<file path="config.mk">
export PLATFORM = sky130hd
export DESIGN_NAME = pill_dispense_sequencer
export DESIGN_NICKNAME = d
export VERILOG_FILES = /design/src/rtl/pill_dispense_sequencer.sv
export SDC_FILE = /design/constraint.sdc
export NUM_CORES = 1
export LEC_CHECK = 0
export BUFFER_PORTS_ARGS = -buffer_cell sky130_fd_sc_hd__clkbuf_2
export CORE_AREA = 4 4 122 66
export CTS_CLUSTER_SIZE = 30
export DETAILED_ROUTE_END_ITERATION = 10
export DIE_AREA = 0 0 126 70
export SETUP_SLACK_MARGIN = 0.5
export SYNTH_ARGS = -nofsm -noshare
export SYNTH_HDL_FRONTEND = slang
export SYNTH_SLANG_ARGS = --single-unit
</file>
<file path="constraint.sdc">
create_clock -name in_clk -period 2.6 [get_ports in_clk]
set_clock_uncertainty 0.1 [all_clocks]
set_input_delay 0.13 -clock in_clk [delete_from_list [all_inputs] [get_ports in_clk]]
set_output_delay 0.13 -clock in_clk [all_outputs]
set_load 0.02 [all_outputs]
</file>
<file path="src/rtl/pill_dispense_sequencer.sv">
// Purpose : per-pill / per-bottle req-ack sequencer feeding the counting and display path.
// Latency : every output is registered; a start, ack or clear shows on the outputs one edge later.
// Backpressure: a request is held until it is acked. in_suspend stops new pill requests.
//           A req left unacked for ACK_TIMEOUT cycles parks the block in FAULT.
//
// Ports
//   in_clk, in_reset           clock, synchronous active-high reset
//   in_start                   one-cycle run request; the targets are latched here
//   in_suspend                 level; holds out_pill_req low and freezes the timeout
//   in_clear                   one-cycle abort/acknowledge back to IDLE (highest priority)
//   in_target_bottle_num       bottles per batch
//   in_target_pill_num         pills per bottle
//   in_pill_ack / in_bottle_ack  handshake returns from the dispenser and the conveyor
//   out_pill_req / out_bottle_req  level requests to the dispenser and the conveyor
//   out_pill_num / out_bottle_num  live counts
//   out_next_bottle            one-cycle strobe for each completed bottle
//   out_finish / out_fault     levels; batch complete / handshake timeout
//   out_cfg_err                one-cycle strobe; a start was refused because a target is zero

module pill_dispense_sequencer #(
  parameter int CNT_W       = 6,
  parameter int ACK_TIMEOUT = 15,
  parameter int TO_W        = 4
) (
  input  logic             in_clk,
  input  logic             in_reset,
  input  logic             in_start,
  input  logic             in_suspend,
  input  logic             in_clear,
  input  logic [CNT_W-1:0] in_target_bottle_num,
  input  logic [CNT_W-1:0] in_target_pill_num,
  input  logic             in_pill_ack,
  input  logic             in_bottle_ack,
  output logic             out_pill_req,
  output logic             out_bottle_req,
  output logic [CNT_W-1:0] out_pill_num,
  output logic [CNT_W-1:0] out_bottle_num,
  output logic             out_next_bottle,
  output logic             out_finish,
  output logic             out_fault,
  output logic             out_cfg_err
);

  localparam logic [2:0] S_IDLE   = 3'd0;
  localparam logic [2:0] S_REQ    = 3'd1;
  localparam logic [2:0] S_GAP    = 3'd2;
  localparam logic [2:0] S_CHANGE = 3'd3;
  localparam logic [2:0] S_DONE   = 3'd4;
  localparam logic [2:0] S_FAULT  = 3'd5;

  // The last count value that is still allowed. An unacked req seen at this
  // value means the req has now been high for ACK_TIMEOUT cycles.
  localparam logic [TO_W-1:0] TO_LAST = TO_W'(ACK_TIMEOUT - 1);

  logic [2:0]       r_state;
  logic [CNT_W-1:0] r_tgt_pill;
  logic [CNT_W-1:0] r_tgt_bottle;
  logic [CNT_W-1:0] r_pill_num;
  logic [CNT_W-1:0] r_bottle_num;
  logic [TO_W-1:0]  r_to;
  logic             r_pill_req;
  logic             r_bottle_req;
  logic             r_next_bottle;
  logic             r_finish;
  logic             r_fault;
  logic             r_cfg_err;

  logic [2:0]       w_nxt_state;
  logic [CNT_W-1:0] w_nxt_tgt_pill;
  logic [CNT_W-1:0] w_nxt_tgt_bottle;
  logic [CNT_W-1:0] w_nxt_pill;
  logic [CNT_W-1:0] w_nxt_bottle;
  logic [TO_W-1:0]  w_nxt_to;
  logic             w_nxt_next_bottle;
  logic             w_nxt_cfg_err;
  logic             w_nxt_pill_req;
  logic             w_nxt_bottle_req;
  logic [CNT_W-1:0] w_pill_inc;
  logic [CNT_W-1:0] w_bottle_inc;
  logic             w_targets_ok;

  assign w_pill_inc   = r_pill_num + CNT_W'(1);
  assign w_bottle_inc = r_bottle_num + CNT_W'(1);
  assign w_targets_ok = (in_target_pill_num != '0) && (in_target_bottle_num != '0);

  always_comb begin
    w_nxt_state       = r_state;
    w_nxt_tgt_pill    = r_tgt_pill;
    w_nxt_tgt_bottle  = r_tgt_bottle;
    w_nxt_pill        = r_pill_num;
    w_nxt_bottle      = r_bottle_num;
    w_nxt_to          = r_to;
    w_nxt_next_bottle = 1'b0;
    w_nxt_cfg_err     = 1'b0;

    if (in_clear) begin
      // Clear outranks start and any ack arriving in the same cycle.
      w_nxt_state  = S_IDLE;
      w_nxt_pill   = '0;
      w_nxt_bottle = '0;
      w_nxt_to     = '0;
    end else begin
      case (r_state)
        S_IDLE: begin
          if (in_start) begin
            if (w_targets_ok) begin
              w_nxt_tgt_pill   = in_target_pill_num;
              w_nxt_tgt_bottle = in_target_bottle_num;
              w_nxt_pill       = '0;
              w_nxt_bottle     = '0;
              w_nxt_to         = '0;
              w_nxt_state      = S_REQ;
            end else begin
              w_nxt_cfg_err = 1'b1;
            end
          end
        end

        S_REQ: begin
          // Acks count only against a req that is actually on the wire. While
          // suspended the req is low, so the timeout counter stays where it is.
          if (r_pill_req) begin
            if (in_pill_ack) begin
              w_nxt_pill  = w_pill_inc;
              w_nxt_to    = '0;
              w_nxt_state = (w_pill_inc == r_tgt_pill) ? S_CHANGE : S_GAP;
            end else if (r_to == TO_LAST) begin
              w_nxt_to    = '0;
              w_nxt_state = S_FAULT;
            end else begin
              w_nxt_to = r_to + TO_W'(1);
            end
          end
        end

        S_GAP: begin
          // One dead cycle between requests gives the dispenser a clean low pulse.
          w_nxt_to    = '0;
          w_nxt_state = S_REQ;
        end

        S_CHANGE: begin
          if (r_bottle_req) begin
            if (in_bottle_ack) begin
              w_nxt_bottle      = w_bottle_inc;
              w_nxt_pill        = '0;
              w_nxt_to          = '0;
              w_nxt_next_bottle = 1'b1;
              w_nxt_state       = (w_bottle_inc == r_tgt_bottle) ? S_DONE : S_GAP;
            end else if (r_to == TO_LAST) begin
              w_nxt_to    = '0;
              w_nxt_state = S_FAULT;
            end else begin
              w_nxt_to = r_to + TO_W'(1);
            end
          end
        end

        S_DONE, S_FAULT: begin
          // Counts are held; only clear or reset leaves these states.
        end

        default: begin
          w_nxt_state  = S_IDLE;
          w_nxt_pill   = '0;
          w_nxt_bottle = '0;
          w_nxt_to     = '0;
        end
      endcase
    end
  end

  // The request levels come from the next state, so they are registered
  // together with it. Suspend affects only the pill request.
  assign w_nxt_pill_req   = (w_nxt_state == S_REQ) && !in_suspend;
  assign w_nxt_bottle_req = (w_nxt_state == S_CHANGE);

  always_ff @(posedge in_clk) begin
    if (in_reset) begin
      r_state       <= S_IDLE;
      r_tgt_pill    <= '0;
      r_tgt_bottle  <= '0;
      r_pill_num    <= '0;
      r_bottle_num  <= '0;
      r_to          <= '0;
      r_pill_req    <= 1'b0;
      r_bottle_req  <= 1'b0;
      r_next_bottle <= 1'b0;
      r_finish      <= 1'b0;
      r_fault       <= 1'b0;
      r_cfg_err     <= 1'b0;
    end else begin
      r_state       <= w_nxt_state;
      r_tgt_pill    <= w_nxt_tgt_pill;
      r_tgt_bottle  <= w_nxt_tgt_bottle;
      r_pill_num    <= w_nxt_pill;
      r_bottle_num  <= w_nxt_bottle;
      r_to          <= w_nxt_to;
      r_pill_req    <= w_nxt_pill_req;
      r_bottle_req  <= w_nxt_bottle_req;
      r_next_bottle <= w_nxt_next_bottle;
      r_finish      <= (w_nxt_state == S_DONE);
      r_fault       <= (w_nxt_state == S_FAULT);
      r_cfg_err     <= w_nxt_cfg_err;
    end
  end

  assign out_pill_req    = r_pill_req;
  assign out_bottle_req  = r_bottle_req;
  assign out_pill_num    = r_pill_num;
  assign out_bottle_num  = r_bottle_num;
  assign out_next_bottle = r_next_bottle;
  assign out_finish      = r_finish;
  assign out_fault       = r_fault;
  assign out_cfg_err     = r_cfg_err;

endmodule

</file>
==> results of run 1 <==
==> worst max path at each step <==
stage / start / end / cells past startpoint
2_1_floorplan: out_pill_num[0] / out_finish / 7
3_3_place_gp: out_pill_num[0] / out_finish / 7
3_5_place_dp: out_pill_num[0] / out_finish / 7
4_1_cts: out_pill_num[1] / out_finish / 7
5_1_grt: out_pill_num[0] / out_finish / 7
6_report: out_pill_num[0] / out_finish / 7
==> where the power goes <==
| group | leakage (nW) | internal [W] | switching, W |
|---|---|---|---|
| registers | 0.301 | 0.000578 | 0.0000122 |
| logic | 0.584 | 0.0000510 | 0.0000651 |
| clock network | 0.0799 | 0.000406 | 0.000238 |
| total | 0.965 | 0.00104 | 0.000315 |
==> cells by family after synthesis <==
kind of cell    after synthesis  share of synthesized area, %
simple gates                100                          27.0
compound gates               53                          17.7
buf+inv                      13                          3.94
xor+xnor                     14                          6.03
flops                        37                          36.4
fa+ha+maj                     4                          2.46
mux                          13                          6.40
==> cell usage after synthesis (all sizes together) (2+ instances only) <==
| library cell | number | area share, % |
|---|---|---|
| o32ai | 2 | 0.86 |
| nand2 | 12 | 2.2 |
| a31oi | 6 | 1.8 |
| clkbuf | 4 | 0.74 |
| and3 | 4 | 1.2 |
| nor3 | 4 | 1.5 |
| nand3b | 3 | 1.1 |
| mux2i | 13 | 6.4 |
| dfxtp | 37 | 36 |
| and2 | 4 | 1.2 |
| o311ai | 2 | 1.2 |
| or2 | 2 | 0.62 |
| a22oi | 2 | 0.98 |
| buf | 4 | 2.3 |
| or3 | 5 | 1.5 |
| xor2 | 4 | 1.7 |
| nor4 | 5 | 2.5 |
| nor3b | 2 | 0.74 |
| nor2b | 2 | 0.62 |
| nor2 | 36 | 7.1 |
| a41oi | 2 | 1.2 |
| nand2b | 6 | 2.2 |
| inv | 5 | 0.92 |
| a21oi | 16 | 4.1 |
| xnor2 | 10 | 4.3 |
| nand3 | 10 | 2.5 |
| ha | 4 | 2.5 |
| o21ai | 14 | 3.4 |
| nand4 | 2 | 0.62 |
| o211a | 2 | 0.98 |
==> cells in the final DEF, fill, tap and decap left out, drive strengths merged, types with 5 or more instances in the layout <==
cell,count
nand2b,6
xnor2,10
mux2i,13
or3,5
dfxtp,37
a31oi,6
a21oi,16
nor4,5
clkbuf,43
inv,5
o21ai,14
nor2,36
nand3,10
nand2,12
==> layout make-up <==
| type | count | area share [%] |
|---|---|---|
| Clock buffer | 7 | 6.17 |
| Clock inverter | 1 | 0.202 |
| Inverter | 5 | 0.758 |
| Multi-Input combinational cell | 184 | 49.8 |
| Sequential cell | 37 | 30.1 |
| Tap cell | 96 | 4.85 |
| Timing Repair Buffer | 37 | 8.09 |
==> sequential cells by signal, indices dropped and copies added, names as in the netlist <==
name	flops
r_to	4
out_bottle_req	1
out_bottle_num	6
out_next_bottle	1
out_pill_req	1
out_finish	1
out_cfg_err	1
out_pill_num	6
r_state	3
r_tgt_pill	6
out_fault	1
r_tgt_bottle	6
==> stage by stage <==
step	util, %	setup WS (ns)	area [sq um]
after floorplan	-	0.649	2030
after CTS	34.5	0.500	2430
after detailed placement	32.2	0.462	2270
final	35.1	0.662	2470
after global placement	32.2	0.518	2270
after global routing	35.1	0.500	2470
==> per-layer routing <==
metal	vias to the layer above	track usage, %	share of wire, %
met5	-	0	0
met4	0	5.35	1.6
met3	8	3.51	7.5
met2	74	15.8	36
met1	894	20.8	55
li1	912	-	-
==> what timing repair did <==
| item | CTS | global route |
|---|---|---|
| resized for setup | 2 | 7 |
| endpoints found under the hold margin | 0 | 0 |
| setup buffers | 0 | 1 |
| setup endpoints to repair | 3 | 22 |
| cloned | 0 | 0 |
| pin swaps | 1 | 2 |
==> critical path: cells and delay by family (launching register included) <==
| family | cells | cell delay, ns |
|---|---|---|
| AND/OR/NAND/NOR | 3 | 0.47 |
| AO/OA/AOI/OAI | 3 | 0.70 |
| adder cells (fa/ha/maj) | 1 | 0.24 |
| flip-flops | 1 | 0.36 |
==> impl_metrics.prom, run 1 <==
# TYPE chip_impl_metric gauge
chip_impl_metric{name="worst_path_largest_cell_delay",unit="ns"} 0.36
chip_impl_metric{name="fin_total_pwr",unit="W"} 0.00135
chip_impl_metric{name="layout-drive-gt1-share",unit="%"} 25.5
chip_impl_info{name="timing.rr.end",value="out_finish"} 1
chip_impl_info{name="hold-path-endpoint",value="r_tgt_bottle[1]"} 1
chip_impl_info{name="reg2reg_from",value="out_pill_num[0]"} 1
chip_impl_metric{name="area.sequential",unit="sq um"} 746
chip_impl_metric{name="floorplan_die_area",unit="sq mm"} 0.00882
chip_impl_metric{name="cts_inserted_buffers",unit=""} 5
chip_impl_metric{name="average_footprint_of_a_synthesized_cell",unit="sq um"} 8.69
chip_impl_metric{name="insertedDiodeCount",unit=""} 0
chip_impl_metric{name="whs_path_depth",unit=""} 3
chip_impl_metric{name="synth.yosys.seq_area_share",unit="%"} 36.4
chip_impl_metric{name="power_density_of_the_placed_cells",unit="mW/mm^2"} 546
chip_impl_metric{name="min_period_over_period",unit="%"} 74.5
chip_impl_metric{name="port-buffer-count",unit=""} 36
chip_impl_metric{name="ctsLongestPathBuffers",unit=""} 2
chip_impl_metric{name="reg2regPathDepth",unit=""} 7
chip_impl_metric{name="ff_latch_count_synth",unit=""} 37
chip_impl_metric{name="first_pass_iters",unit=""} 4
chip_impl_metric{name="layout.filler_cells",unit=""} 757
chip_impl_metric{name="wire_length_of_the_first_global_routing_pass",unit="um"} 9030
chip_impl_info{name="outcome",value="finished clean"} 1
chip_impl_info{name="kind_of_critical_path",value="reg2reg"} 1
chip_impl_info{name="min-delay-path-class",value="in2reg"} 1
chip_impl_metric{name="finish.net_count",unit=""} 293
chip_impl_metric{name="ys_async_sr_fraction",unit="%"} 0
chip_impl_info{name="rsz0062_at_grt",value="no"} 1
chip_impl_info{name="synth_top_flop_cell",value="sky130_fd_sc_hd__dfxtp_1"} 1
chip_impl_metric{name="stdcell_count",unit=""} 367
chip_impl_metric{name="clock.fmax",unit="GHz"} 0.516
chip_impl_metric{name="yosysWarnings",unit=""} 0
chip_impl_metric{name="critPathArrivalTime",unit="ns"} 2.06
chip_impl_metric{name="cts_htree_levels",unit=""} 2
chip_impl_metric{name="num_vias",unit=""} 1888
chip_impl_metric{name="mappedNetlistArea",unit="sq mm"} 0.00203
chip_impl_metric{name="synth_enable_flop_cells",unit=""} 0
chip_impl_info{name="clk_root_buffer_cell",value="sky130_fd_sc_hd__clkbuf_16"} 1
chip_impl_metric{name="routed_wire_length_per_instance",unit="um"} 15.2
chip_impl_metric{name="report.final.setup_viol",unit=""} 0
chip_impl_metric{name="multiInputGateArea",unit="sq mm"} 0.00123
chip_impl_info{name="timing.critical_path.to_type",value="flop"} 1
chip_impl_metric{name="chipHeight",unit="um"} 70
chip_impl_info{name="crit_top_cell",value="sky130_fd_sc_hd__nor2b_1"} 1
chip_impl_metric{name="cts_hold_repair.buffers",unit=""} 0
chip_impl_metric{name="drc",unit=""} 0
chip_impl_info{name="hold_path_startpoint",value="in_target_bottle_num[1]"} 1
chip_impl_metric{name="clk_pin_slew_worst_paths",unit="ns"} 0.06
chip_impl_metric{name="layout-area-overhead-vs-synth",unit="%"} 21.7
chip_impl_metric{name="mappedNetlistNets",unit=""} 257
chip_impl_metric{name="drt-total-wl",unit="um"} 5590
chip_impl_metric{name="dr.first_iter.drc_count",unit=""} 175
chip_impl_metric{name="grt_pass1_vias",unit=""} 1750
chip_impl_metric{name="die_w",unit="um"} 126
chip_impl_metric{name="min_period",unit="ns"} 1.94
chip_impl_metric{name="holdWs",unit="ns"} 0.0184
chip_impl_metric{name="vdd.ir_drop.worst",unit="V"} 0.000218
chip_impl_metric{name="numClockSinks",unit=""} 37
chip_impl_metric{name="critPathRequiredTime",unit="ns"} 2.72
chip_impl_metric{name="regToRegSetupSlack",unit="ns"} 0.66
chip_impl_metric{name="grtUsageTotal",unit="%"} 13.1
chip_impl_metric{name="place.gp.congestion",unit=""} 0.790
chip_impl_metric{name="boundaryPins",unit=""} 37
chip_impl_metric{name="synth_cell_type_count",unit=""} 52
chip_impl_metric{name="worst_slew_pin_slew",unit="ns"} 0.475
chip_impl_metric{name="globalRouteOverflowTotal",unit=""} 0
chip_impl_metric{name="place.detailed.instances",unit=""} 358
chip_impl_metric{name="insertion_delay",unit="ns"} 0.28
chip_impl_metric{name="pin_count_of_the_biggest_net_entering_global_routing",unit=""} 17
chip_impl_info{name="timing.critical_path.cells",value="ha_2, and2_1, nor2b_1, o311ai_1, o31ai_1, a41oi_2, nor2b_1"} 1
chip_impl_info{name="setup.worst_path.start_class",value="flop"} 1
chip_impl_metric{name="route.detailed.vias_per_inst",unit=""} 5.14
chip_impl_metric{name="relSlewSlack",unit="%"} 68.3
chip_impl_metric{name="setup_tns",unit="ns"} 0
chip_impl_metric{name="ant_nets",unit=""} 0
chip_impl_metric{name="detailed_place_hpwl",unit="um"} 4250
chip_impl_metric{name="timing_hold_violations_final",unit=""} 0
chip_impl_info{name="cts_tree",value="built"} 1
chip_impl_metric{name="initial_antenna_violation_count",unit=""} 0
chip_impl_metric{name="critical_path_peak_fanout",unit=""} 7
chip_impl_metric{name="core.rowCount",unit=""} 22
chip_impl_metric{name="power.leakage",unit="nW"} 0.965
chip_impl_info{name="crit_slowest_cell",value="sky130_fd_sc_hd__dfxtp_2"} 1
chip_impl_metric{name="start_util",unit="%"} 28.9
chip_impl_metric{name="timing_max_transition_violations_final",unit=""} 0
chip_impl_metric{name="synth_cells",unit=""} 234
chip_impl_metric{name="fp.coreArea",unit="sq mm"} 0.00705
chip_impl_metric{name="maxCapViolations",unit=""} 0
No activity file was read; power rests on OpenSTA's default activity.
==> inputs of run 2 (changes only) <==
Clock period 2.6 ns to 1.8 ns, I/O delays scaled along.
==> run 2 against run 1 <==
  * The flow now finishes with violations (negative setup slack)
  * Largest cell class unchanged
  * Total power up 55%
  * Highest routed layer unchanged
  * Combinational power grew 130%
  * Via count is 6.7% higher
  * Core utilization grew 11 points
  * Final area rose by 30%
==> impl_metrics.prom, run 2 (same netlist as run 1, synthesis figures left out) <==
# TYPE chip_impl_metric gauge
chip_impl_metric{name="area.sequential",unit="sq um"} 772
chip_impl_metric{name="fin_total_pwr",unit="W"} 0.00209
chip_impl_info{name="rsz0062_at_grt",value="yes"} 1
chip_impl_metric{name="ctsLongestPathBuffers",unit=""} 2
chip_impl_metric{name="critPathRequiredTime",unit="ns"} 1.92
chip_impl_metric{name="numClockSinks",unit=""} 37
chip_impl_metric{name="grtUsageTotal",unit="%"} 14.2
chip_impl_metric{name="cts_inserted_buffers",unit=""} 5
chip_impl_metric{name="worst_slew_pin_slew",unit="ns"} 0.450
chip_impl_metric{name="cts_htree_levels",unit=""} 2
chip_impl_info{name="crit_slowest_cell",value="sky130_fd_sc_hd__dfxtp_4"} 1
chip_impl_metric{name="drt-total-wl",unit="um"} 6450
chip_impl_info{name="timing.critical_path.to_type",value="flop"} 1
chip_impl_metric{name="die_w",unit="um"} 126
chip_impl_metric{name="power_density_of_the_placed_cells",unit="mW/mm^2"} 648
chip_impl_metric{name="pin_count_of_the_biggest_net_entering_global_routing",unit=""} 14
chip_impl_metric{name="maxCapViolations",unit=""} 0
chip_impl_metric{name="start_util",unit="%"} 28.9
chip_impl_metric{name="chipHeight",unit="um"} 70
chip_impl_metric{name="clock.fmax",unit="GHz"} 0.531
chip_impl_metric{name="port-buffer-count",unit=""} 36
chip_impl_metric{name="place.gp.congestion",unit=""} 0.889
chip_impl_metric{name="ant_nets",unit=""} 0
chip_impl_metric{name="fin_util",unit="%"} 45.8
chip_impl_metric{name="min_period_over_period",unit="%"} 105
chip_impl_metric{name="num_vias",unit=""} 2014
chip_impl_metric{name="multiInputGateArea",unit="sq mm"} 0.00155
chip_impl_metric{name="floorplan_die_area",unit="sq mm"} 0.00882
chip_impl_metric{name="grt_pass1_vias",unit=""} 1898
chip_impl_metric{name="detailed_place_hpwl",unit="um"} 4530
chip_impl_info{name="clk_root_buffer_cell",value="sky130_fd_sc_hd__clkbuf_16"} 1
chip_impl_metric{name="wire_length_of_the_first_global_routing_pass",unit="um"} 9950
chip_impl_metric{name="timing_hold_violations_final",unit=""} 0
chip_impl_info{name="min-delay-path-class",value="in2reg"} 1
chip_impl_metric{name="layout-area-overhead-vs-synth",unit="%"} 58.7
chip_impl_metric{name="critical_path_peak_fanout",unit=""} 5
chip_impl_metric{name="final.setup.worst_slack",unit="ns"} -0.0845
chip_impl_metric{name="min_period",unit="ns"} 1.88
chip_impl_metric{name="critPathArrivalTime",unit="ns"} 2.00
chip_impl_metric{name="globalRouteOverflowTotal",unit=""} 0
chip_impl_metric{name="route.detailed.vias_per_inst",unit=""} 4.90
chip_impl_metric{name="insertion_delay",unit="ns"} 0.28
chip_impl_metric{name="report.final.setup_viol",unit=""} 5
chip_impl_metric{name="power.leakage",unit="nW"} 1.24
chip_impl_metric{name="routed_wire_length_per_instance",unit="um"} 15.7
chip_impl_metric{name="boundaryPins",unit=""} 37
chip_impl_metric{name="vdd.ir_drop.worst",unit="V"} 0.000414
chip_impl_info{name="violations_in_the_final_reports",value="negative setup slack"} 1
chip_impl_metric{name="timing_max_transition_violations_final",unit=""} 0
chip_impl_metric{name="path_buf_inv",unit=""} 0
chip_impl_metric{name="insertedDiodeCount",unit=""} 0
chip_impl_info{name="kind_of_critical_path",value="reg2reg"} 1
chip_impl_metric{name="core.rowCount",unit=""} 22
chip_impl_info{name="setup.worst_path.start_class",value="flop"} 1
chip_impl_info{name="layout.cells.most_common",value="sky130_fd_sc_hd__clkbuf_2"} 1
chip_impl_info{name="final_cell_mix",value="sky130_fd_sc_hd__clkbuf_2 (36), sky130_fd_sc_hd__nor2_1 (32), sky130_fd_sc_hd__dfxtp_1 (26)"} 1
chip_impl_info{name="largest_delay_contributor_family_on_the_critical_path",value="compound AO/OA/AOI/OAI gates"} 1
chip_impl_metric{name="layout.filler_cells",unit=""} 713
chip_impl_metric{name="dr.first_iter.drc_count",unit=""} 80
chip_impl_metric{name="finish.net_count",unit=""} 337
chip_impl_metric{name="first_pass_iters",unit=""} 4
chip_impl_metric{name="clk_pin_slew_worst_paths",unit="ns"} 0.06
chip_impl_info{name="outcome",value="finished, violations left"} 1
chip_impl_metric{name="fp.coreArea",unit="sq mm"} 0.00705
chip_impl_metric{name="relSlewSlack",unit="%"} 69.9
chip_impl_metric{name="initial_antenna_violation_count",unit=""} 0
chip_impl_metric{name="worst_path_largest_cell_delay",unit="ns"} 0.35
chip_impl_metric{name="drc",unit=""} 0
chip_impl_info{name="cts_tree",value="built"} 1
chip_impl_metric{name="layout-drive-gt1-share",unit="%"} 47.9
chip_impl_info{name="timing.critical_path.cells",value="ha_4, and2_4, nor2b_4, o311ai_2, o31ai_2, a41oi_2, nor2b_2"} 1
## run 2: worst paths after layout
check | from | end | slack [ns] | depth (start not counted)
max | out_pill_num[0] | out_finish | -0.08 | 7
min | in_target_bottle_num[2] | r_tgt_bottle[2] | 0.01 | 3
max reg2reg | out_pill_num[0] | out_finish | -0.08 | 7
min reg2reg | out_bottle_num[5] | out_bottle_num[5] | 0.41 | 2
## run 2: report_power, final
| group | internal, W | total (W) | switching, W |
|---|---|---|---|
| Clock | 0.000649 | 0.000981 | 0.000332 |
| Combinational | 0.000139 | 0.000266 | 0.000128 |
| Sequential | 0.000826 | 0.000845 | 0.0000188 |
## run 2: layout make-up
cell class,count,area share (%)
inverters,5,0.582
repair buffers,81,18.7
well taps,96,3.72
clock buffers,6,3.99
multi-input cells,184,48.0
flip-flops and latches,37,23.9
clock inverters,2,1.05
## run 2: per-stage QoR
step           instance area, sq um  hold slack (ns)  cells  TNS [ns]  setup WS [ns]
3_3_place_gp                   2520            0.257    378         0       0.000318
3_5_place_dp                   2520            0.250    378   -0.0343        -0.0343
4_1_cts                        2990          -0.0238    405   -0.0188        -0.0188
6_report                       3230           0.0133    411    -0.173        -0.0845
5_1_grt                        3230           0.0317    411    -0.779         -0.146
2_1_floorplan                  2120           0.0624    234         0         0.0713
## run 2: repair_timing
item	CTS	global route
cloned	1	0
setup buffers	10	4
hold endpoints to repair	9	2
hold buffers	8	2
endpoints found under the setup margin	36	37
pin swaps	30	18
resized for setup	34	39
## run 2: layer usage
layer,wire length [um],vias to the layer above,share of wire (%),track usage [%]
met3,431,8,6.7,4.28
met1,3310,946,51,21.6
met2,2640,54,41,19.0
met4,59,0,0.92,3.57
li1,-,1006,-,-
met5,0,-,0,0
## run 2: tightest hold or removal path, delay by kind of cell
family / cells / cell delay, ns
mux: 1 / 0.07
simple gates: 1 / 0.09
buf+inv: 1 / 0.11
